**src/rtl/lru_pkg.sv**
```systemverilog
// lru_pkg: shared FSM state, selector tick type and renormalisation helper.
package lru_pkg;
  typedef enum logic [1:0] {IDLE, LOOKUP, RESPOND, RENORM} state_t;
  localparam int TICK_WIDTH_MAX = 32;
  typedef logic [TICK_WIDTH_MAX-1:0] tick_t;
  function automatic tick_t halve(tick_t t);
    return t == '0 ? '0 : ((t >> 1) == '0 ? tick_t'(1) : t >> 1);
  endfunction
endpackage

```
**src/rtl/lru_replacement_ctrl_if.sv**
```systemverilog
// lru_replacement_ctrl_if: touch/invalidate events and victim request/response channel.
interface lru_replacement_ctrl_if #(parameter int SET_WIDTH = 3, parameter int KEY_WIDTH = 2);
  logic                 touch_en;
  logic [SET_WIDTH-1:0] touch_set;
  logic [KEY_WIDTH-1:0] touch_way;
  logic                 touch_ready;
  logic                 inv_en;
  logic [SET_WIDTH-1:0] inv_set;
  logic [KEY_WIDTH-1:0] inv_way;
  logic                 vreq_valid;
  logic [SET_WIDTH-1:0] vreq_set;
  logic                 vreq_ready;
  logic                 vresp_valid;
  logic [KEY_WIDTH-1:0] vresp_way;
  logic                 vresp_ready;
  logic                 busy;
  modport master (
    output touch_en, touch_set, touch_way, inv_en, inv_set, inv_way, vreq_valid, vreq_set, vresp_ready,
    input  touch_ready, vreq_ready, vresp_valid, vresp_way, busy
  );
  modport slave (
    input  touch_en, touch_set, touch_way, inv_en, inv_set, inv_way, vreq_valid, vreq_set, vresp_ready,
    output touch_ready, vreq_ready, vresp_valid, vresp_way, busy
  );
endinterface

```
**src/rtl/LRUStrategy.sv**
```systemverilog
// LRUStrategy: picks the way with the smallest tick; ties go to the lowest way index.
module LRUStrategy import lru_pkg::*; #(
  parameter int SET_SIZE  = 4,
  parameter int KEY_WIDTH = 2
) (
  input  tick_t                ticks [SET_SIZE],
  output logic [KEY_WIDTH-1:0] victim
);
  tick_t best;
  always_comb begin
    victim = '0;
    best   = ticks[0];
    for (int i = 1; i < SET_SIZE; i++)
      if (ticks[i] < best) begin
        best   = ticks[i];
        victim = KEY_WIDTH'(i);
      end
  end
endmodule

```
**src/rtl/lru_replacement_ctrl.sv**
```systemverilog
// lru_replacement_ctrl: per-set LRU timestamp array, victim selection FSM and
// counter-wrap renormalisation that halves every tick one set per cycle.
module lru_replacement_ctrl import lru_pkg::*; #(
  parameter int SET_COUNT  = 8,
  parameter int SET_SIZE   = 4,
  parameter int SET_WIDTH  = $clog2(SET_COUNT),
  parameter int KEY_WIDTH  = $clog2(SET_SIZE),
  parameter int TICK_WIDTH = 32
) (
  input logic                  clk,
  input logic                  reset,
  lru_replacement_ctrl_if.slave bus
);
  typedef logic [TICK_WIDTH-1:0] tk_t;
  tk_t                  ticks [SET_COUNT][SET_SIZE];
  tk_t                  now;
  state_t               state, state_nx;
  logic                 renorm_pend, touch_acc, last_set;
  logic [SET_WIDTH-1:0] idx, lat_set;
  logic [KEY_WIDTH-1:0] sel_way, way_q;
  tick_t                sel_ticks [SET_SIZE];
  assign touch_acc       = bus.touch_en && bus.touch_ready;
  assign last_set        = idx == SET_WIDTH'(SET_COUNT - 1);
  assign bus.touch_ready = !renorm_pend && state != RENORM;
  assign bus.busy        = renorm_pend || state == RENORM;
  assign bus.vresp_valid = state == RESPOND;
  assign bus.vreq_ready  = state == IDLE && !renorm_pend;
  assign bus.vresp_way   = way_q;
  always_comb begin
    for (int w = 0; w < SET_SIZE; w++)
      sel_ticks[w] = tick_t'(ticks[lat_set][w]);
  end
  LRUStrategy #(.SET_SIZE(SET_SIZE), .KEY_WIDTH(KEY_WIDTH)) u_sel (
    .ticks (sel_ticks),
    .victim(sel_way)
  );
  always_comb begin
    state_nx = state;
    case (state)
      IDLE:    state_nx = (bus.vreq_valid && !renorm_pend) ? LOOKUP : (renorm_pend ? RENORM : IDLE);
      LOOKUP:  state_nx = RESPOND;
      RESPOND: state_nx = bus.vresp_ready ? IDLE : RESPOND;
      RENORM:  state_nx = last_set ? IDLE : RENORM;
      default: state_nx = IDLE;
    endcase
  end
  always_ff @(posedge clk) begin
    if (reset) begin
      state       <= IDLE;
      now         <= tk_t'(1);
      renorm_pend <= 1'b0;
      idx         <= '0;
      lat_set     <= '0;
      way_q       <= '0;
      for (int s = 0; s < SET_COUNT; s++)
        for (int w = 0; w < SET_SIZE; w++)
          ticks[s][w] <= '0;
    end else begin
      state <= state_nx;
      idx   <= state == RENORM ? idx + 1'b1 : '0;
      if (bus.vreq_valid && bus.vreq_ready) lat_set <= bus.vreq_set;
      if (state == LOOKUP) way_q <= sel_way;
      // at the wrap the counter holds so the wrapping touch still gets the top value
      if (touch_acc) begin
        if (&now) renorm_pend <= 1'b1;
        else now <= now + 1'b1;
      end
      if (state == RENORM && last_set) begin
        now         <= tk_t'(1) << (TICK_WIDTH - 1);
        renorm_pend <= 1'b0;
      end
      for (int s = 0; s < SET_COUNT; s++)
        for (int w = 0; w < SET_SIZE; w++)
          ticks[s][w] <= (bus.inv_en && bus.inv_set == SET_WIDTH'(s) && bus.inv_way == KEY_WIDTH'(w)) ? '0 :
                         (touch_acc && bus.touch_set == SET_WIDTH'(s) && bus.touch_way == KEY_WIDTH'(w)) ? now :
                         (state == RENORM && idx == SET_WIDTH'(s)) ? tk_t'(halve(tick_t'(ticks[s][w]))) :
                         ticks[s][w];
    end
  end
endmodule

```
**src/flat_wrapper.sv**
```systemverilog
// flat-port wrapper written by rule: the top's interface ports become plain ports
module lru_replacement_ctrl_flat import lru_pkg::*;
#(
  parameter int SET_COUNT  = 8,
  parameter int SET_SIZE   = 4,
  parameter int SET_WIDTH  = $clog2(SET_COUNT),
  parameter int KEY_WIDTH  = $clog2(SET_SIZE),
  parameter int TICK_WIDTH = 32
)
  (clk, reset, bus_touch_en, bus_touch_set, bus_touch_way, bus_inv_en, bus_inv_set, bus_inv_way, bus_vreq_valid, bus_vreq_set, bus_vresp_ready, bus_touch_ready, bus_vreq_ready, bus_vresp_valid, bus_vresp_way, bus_busy);
  lru_replacement_ctrl_if #(.SET_WIDTH(SET_WIDTH), .KEY_WIDTH(KEY_WIDTH)) bus_i ();
  input logic clk;
  input logic reset;
  input wire logic [$bits(bus_i.touch_en)-1:0] bus_touch_en;
  input wire logic [$bits(bus_i.touch_set)-1:0] bus_touch_set;
  input wire logic [$bits(bus_i.touch_way)-1:0] bus_touch_way;
  input wire logic [$bits(bus_i.inv_en)-1:0] bus_inv_en;
  input wire logic [$bits(bus_i.inv_set)-1:0] bus_inv_set;
  input wire logic [$bits(bus_i.inv_way)-1:0] bus_inv_way;
  input wire logic [$bits(bus_i.vreq_valid)-1:0] bus_vreq_valid;
  input wire logic [$bits(bus_i.vreq_set)-1:0] bus_vreq_set;
  input wire logic [$bits(bus_i.vresp_ready)-1:0] bus_vresp_ready;
  output wire logic [$bits(bus_i.touch_ready)-1:0] bus_touch_ready;
  output wire logic [$bits(bus_i.vreq_ready)-1:0] bus_vreq_ready;
  output wire logic [$bits(bus_i.vresp_valid)-1:0] bus_vresp_valid;
  output wire logic [$bits(bus_i.vresp_way)-1:0] bus_vresp_way;
  output wire logic [$bits(bus_i.busy)-1:0] bus_busy;
  assign bus_i.touch_en = bus_touch_en;
  assign bus_i.touch_set = bus_touch_set;
  assign bus_i.touch_way = bus_touch_way;
  assign bus_i.inv_en = bus_inv_en;
  assign bus_i.inv_set = bus_inv_set;
  assign bus_i.inv_way = bus_inv_way;
  assign bus_i.vreq_valid = bus_vreq_valid;
  assign bus_i.vreq_set = bus_vreq_set;
  assign bus_i.vresp_ready = bus_vresp_ready;
  assign bus_touch_ready = bus_i.touch_ready;
  assign bus_vreq_ready = bus_i.vreq_ready;
  assign bus_vresp_valid = bus_i.vresp_valid;
  assign bus_vresp_way = bus_i.vresp_way;
  assign bus_busy = bus_i.busy;
  lru_replacement_ctrl #(.SET_COUNT(SET_COUNT), .SET_SIZE(SET_SIZE), .SET_WIDTH(SET_WIDTH), .KEY_WIDTH(KEY_WIDTH), .TICK_WIDTH(TICK_WIDTH)) u_core (.clk(clk), .reset(reset), .bus(bus_i));
endmodule
```
**config.mk**
```make
export PLATFORM = sky130hd
export DESIGN_NAME = lru_replacement_ctrl_flat
export DESIGN_NICKNAME = d
export VERILOG_FILES = /design/src/rtl/lru_pkg.sv /design/src/rtl/lru_replacement_ctrl_if.sv /design/src/rtl/LRUStrategy.sv /design/src/rtl/lru_replacement_ctrl.sv /design/src/flat_wrapper.sv
export SDC_FILE = /design/constraint.sdc
export NUM_CORES = 2
export LEC_CHECK = 0
export BUFFER_PORTS_ARGS = -buffer_cell sky130_fd_sc_hd__buf_2
export CAP_MARGIN = 5
export CORE_UTILIZATION = 45
export CTS_CLUSTER_DIAMETER = 30
export DETAILED_ROUTE_END_ITERATION = 10
export GPL_TIMING_DRIVEN = 0
export SLEW_MARGIN = 10
export SYNTH_ARGS = -nofsm -noshare
export SYNTH_HDL_FRONTEND = slang
export SYNTH_SLANG_ARGS = --single-unit
```
**constraint.sdc**
```tcl
create_clock -name clk -period 8.08 [get_ports clk]
set_input_delay 0.808 -clock clk [delete_from_list [all_inputs] [get_ports clk]]
set_output_delay 0.808 -clock clk [all_outputs]
set_load 0.05 [all_outputs]
```
After elaboration in Yosys (flattened, before gate mapping)

Memory sizes are Yosys's and may differ from the RTL's. A register that Yosys moved wholly into a read port is not among the register bits.
Cells that the tools add are included.

Flip-flop bits (word level): 43
Memory bits (writable): 1,024
Word-level logic and storage cells: 461
Bits of input ports: 19
Output and inout bits: 6
Memories: 1

Memory list:

| memory       | words | width | rd ports | clocked after Yosys merged registers in | write ports | RTL line                   | RTL |
|---|---|---|---|---|---|---|---|
| u_core.ticks | 8     | 128   | 9        | 1                                       | 8           | lru_replacement_ctrl.sv:15 | `tk_t ticks [SET_COUNT][SET_SIZE];` |

$lt $le $gt $ge: 3
$add $sub $neg: 2
Multiplexer cells: 210
Bitwise logic cells: 34
Equality and inequality tests: 32
Reductions and logical operators: 172

Operator list:

| cell                                           | number |
|---|---|
| two-way mux 32 bit                             | 165 |
| logical NOT 32 bit                             | 64 |
| two-way mux 31 bit                             | 32 |
| < comparator 32 bit                            | 3 |
| logical AND 1 bit                              | 93 |
| == test 3 bit (second input constant)          | 12 |
| AND reduction 33 bit                           | 1 |
| adder 32 x 1 -> 32 bit (second input constant) | 1 |
| OR 1 bit                                       | 32 |
| AND reduction 32 bit                           | 1 |
| == test 3 x 2 -> 1 bit (second input constant) | 6 |
| == test 2 bit (second input constant)          | 6 |
| two-way mux 2 bit                              | 6 |
| == test 3 x 1 -> 1 bit (second input constant) | 3 |
| logical NOT 3 bit                              | 3 |
| one-hot mux 2 bit (4 select lines)             | 1 |
| == test 2 x 1 -> 1 bit (second input constant) | 3 |
| logical NOT 2 bit                              | 3 |
| two-way mux 3 bit                              | 2 |
| two-way mux 1 bit                              | 4 |
| inequality test 2 bit (second input constant)  | 2 |
| AND reduction 2 bit                            | 2 |
| OR reduction 2 bit                             | 2 |
| adder 3 x 1 -> 3 bit (second input constant)   | 1 |
| other kinds (4)                                | 5 |

Longest topological paths before layout

Depth after elaboration: 8
Gate-level depth with buffers: 36
Mapped depth without buffers: 29

Hierarchy

A second synthesis with hierarchy kept.

Cell total of the unflattened synthesis: 6,706
Area total of the unflattened synthesis: 59,734.8 sq um

Modules (own cells, without submodules):

| module               | cells an instance | instances | sequential area each (sq um) | area an instance (sq um) |
|---|---|---|---|---|
| lru_replacement_ctrl | 6,317             | 1         | 26,865.8                     | 56,484.2 |
| LRUStrategy          | 389               | 1         | 0.0                          | 3,250.6 |

Least setup slack after synthesis

Ideal clock, no wire load.

Path type: reg2reg
From: reg with a tool-made name
To: reg u_core.way_q[1] (netlist: u_core.bus.vresp_way[1])
Cell stages (with the launch flop): 35
Path slack: 833 ps
Path buffers: 6
Library setup time: 92 ps
Clock period less this slack: 7,247 ps
Data arrival time: 7,155 ps
Required time: 7,988 ps
Cells stage by stage: dfxtp_1 > clkbuf_1 > buf_1 > buf_2 > mux4_2 > mux2i_1 > ha_1 > a21oi_1 > o21ai_0 > a221oi_1 > o211ai_1 > a31o_2 > buf_4 > clkbuf_1 > nand2_1 > o21a_1 > inv_1 > ha_1 > nand3_1 > nor3_1 > nand2_1 > o311a_1 > and3_1 > a21oi_4 > buf_6 > mux2i_1 > ha_1 > a21o_1 > a21o_1 > a2111oi_0 > o21ai_0 > a21o_1 > o21ai_0 > nand2_1 > o32ai_1

RTL lines:

| item                 | RTL line                   | RTL |
|---|---|---|
| end signal, assigned | lru_replacement_ctrl.sv:62 | `if (state == LOOKUP) way_q <= sel_way;` |
| end, declared        | lru_replacement_ctrl.sv:20 | `logic [KEY_WIDTH-1:0] sel_way, way_q;` |

==> flow_metrics.tcl <==
set metrics [dict create \
    ir_drop_mv 0.2200 \
    drt-vias-per-instance 6.723 \
    maxSlewHeadroom_pct 1.257 \
    stdcell_count 8765 \
    critPathBufInv 7 \
    placed_cells 8219 \
    antenna_left 0 \
    grt_max_degree 33 \
    clkSlewWorstSetupHoldPaths_ns 0.04 \
    fmax_mhz 124.7 \
    hold_viol 0 \
    end_kind "flop" \
    stdcell_area_mm2 0.07233 \
    htreeDepth 5 \
    cts_tree "yes" \
    layout_commonest_cell "nand2_1" \
    critPathMaxStageDelay_ns 0.50 \
    portBuffers 20 \
    drc 0 \
    dr.pass1.iters 9 \
    vias 58930 \
    grt_overflow_total 0 \
    setup_violations 0 \
    die_area_mm2 0.1322 \
    ctsRootBufferMaster "clkbuf_16" \
    dp_slack_ns -2.201 \
    wl_per_cell_um 33.25 \
    clockBufferDepth 4 \
    worstHoldPathType "in2reg" \
    ys_seq_elements 1070 \
    final_nets 6917 \
    synthArstFlopShare_pct 0 \
    core.rowCount 132 \
    required_ns 8.80 \
    cp-start-kind "flop" \
    grt_pass1_vias 54420 \
    setup_slack_ns 0.06097 \
    dp_hpwl_um 217700 \
    crit_fanout 10 \
    synth_edf_count 544 \
    core_area_mm2 0.1296 \
    synth_flop_cell "edfxtp_1" \
    num_io_pins 25 \
    cp.arrival_ns 8.74 \
    grt_first_pass_wirelength_um 403000 \
    placed_cell_area_mm2 0.06175 \
    grt_usage_pct 43.13 \
    nFillCells 11580 \
    cpMaxStageDelayCell "mux4_2" \
    ys_seq_area_share_pct 45.66 \
    crit_family "compound AO/OA/AOI/OAI gates" \
    fin_util_pct 55.79 \
    timing.final.crit_period_ns 8.019 \
    drive_above_1_share_pct 14.70 \
    finClkSkew_ns 0.06772 \
    cts_hold_buf 0 \
    wl_um 291400 \
    worstMarginPinSlew_ns 1.481 \
    status "finished clean" \
    start_util_pct 45.38 \
    gp_congestion 1.078 \
    syn_inst 6426 \
    final_max_slew_viol_count 0 \
    clock_latency_ns 0.92 \
    antenna_found_initial 37 \
    syn_avg_cell_area_um2 9.155 \
    cts.sinks 1070 \
    die_x_um 363.6 \
    cts_buffers 301 \
    p_per_area_mw_per_mm2 280.8 \
    initialDrtViolationCount 9715 \
    fin_crit_sh_pct 99.25 \
    setup_tns_ns 0 \
    synth_cell_types 57 \
    final_cell_mix "1,731 x nand2_1, 721 x a21oi_1, 544 x edfxtp_1" \
    die_h_um 363.6 \
    area_growth_pct 22.94 \
    syn-cell-area_mm2 0.05883 \
    cap_viol_max_count 0 \
    critPathKind "reg2reg" \
    final-seq-area_mm2 0.02687 \
    leakage_nw 24.58 \
    yosys_warnings 0 \
    multi_input_area_mm2 0.02989 \
    syn-num-nets 6545 \
    r2r_setup_slack_ns 0.06 \
]
## worst paths after layout
path / startpoint / endpoint / cells after the start
max: flop / u_core.bus.vresp_way[1] / 32
min: bus_vreq_valid / u_core.state[0] / 3
max reg2reg: flop / u_core.bus.vresp_way[1] / 32
min reg2reg: u_core.ticks[4][95] / u_core.ticks[4][94] / 2
## kinds of logic (layout without fill, tap and decap cells)
kind of cell	count (synthesis)	count (layout)	synth area share [%]
simple gates	2823	2823	20.81
compound gates	1331	1331	13.91
flops	1070	1070	45.66
buf+inv	651	1238	4.243
mux	426	426	12.87
fa+ha+maj	100	100	2.127
xor+xnor	25	25	0.3722
other cells	0	10	0
## worst reg2reg max path, delay by kind of cell (launching register included)
kind	cells	cell delay, ns
compound gates	12	2.75
flops	1	0.41
mux	3	1.14
simple gates	7	1.34
buf+inv	7	1.39
fa+ha+maj	3	0.82
## synthesized netlist by cell type, drive strengths merged (76+ instances only)
cell	number	area, um^2
a21oi	724	3635
a221oi	91	797.0
a31oi	211	1320
a32oi	148	1296
clkbuf	546	2049
dfxtp	526	10530
edfxtp	544	16340
ha	100	1251
mux2	95	1070
mux2i	76	760.7
mux4	255	5743
nand2	1731	6497
nand3	258	1291
nand4	94	588.1
nor2	253	949.7
nor3	164	820.8
nor4	229	1433
## sequential cells by signal (all words and copies together) (netlist names), named ones only
name                  cells
u_core.ticks           1024
u_core.idx                3
u_core.now               32
u_core.lat_set            3
u_core.bus.vresp_way      2
u_core.renorm_pend        1
u_core.state              2
## metal layers
metal / wire length (um) / GRT usage, % / vias to the layer above
met4: 20850 / 26.91 / 24
met1: 109000 / 56.20 / 28990
met3: 40130 / 13.72 / 871
met5: 176 / 0 / -
li1: - / - / 24630
met2: 121300 / 61.97 / 4421
## power by group
group,total (mW),internal (mW),switching [mW]
combinational,2.47,0.967,1.51
clock,11.6,8.06,3.55
sequential,6.23,5.98,0.247
total,20.3,15.0,5.30
## per-stage QoR
stage                     hold WS (ns)  power [mW]
after floorplan                 0.4290       7.589
final                           0.3693       20.31
after global placement          0.4758       8.445
after detailed placement        0.4838       8.468
after global routing            0.3672       20.69
after CTS                       0.3139       20.04
## what timing repair did
item | in CTS | in global routing
gates resized for setup | 116 | 79
endpoints found under the setup margin | 2 | 2
setup buffers | 2 | 15
pin swaps | 2 | 9
endpoints found under the hold margin | 0 | 0
cloned | 1 | 1
## cell type report
type / instances / area share [%]
Antenna cell: 10 / 0.03460
Buffer: 607 / 3.664
Clock buffer: 383 / 11.43
Clock inverter: 135 / 2.055
Inverter: 42 / 0.2180
Multi-Input combinational cell: 4705 / 41.33
Sequential cell: 1070 / 37.15
Tap cell: 1742 / 3.013
Timing Repair Buffer: 71 / 1.097
Note: power is estimated with default switching activity, not from simulation.
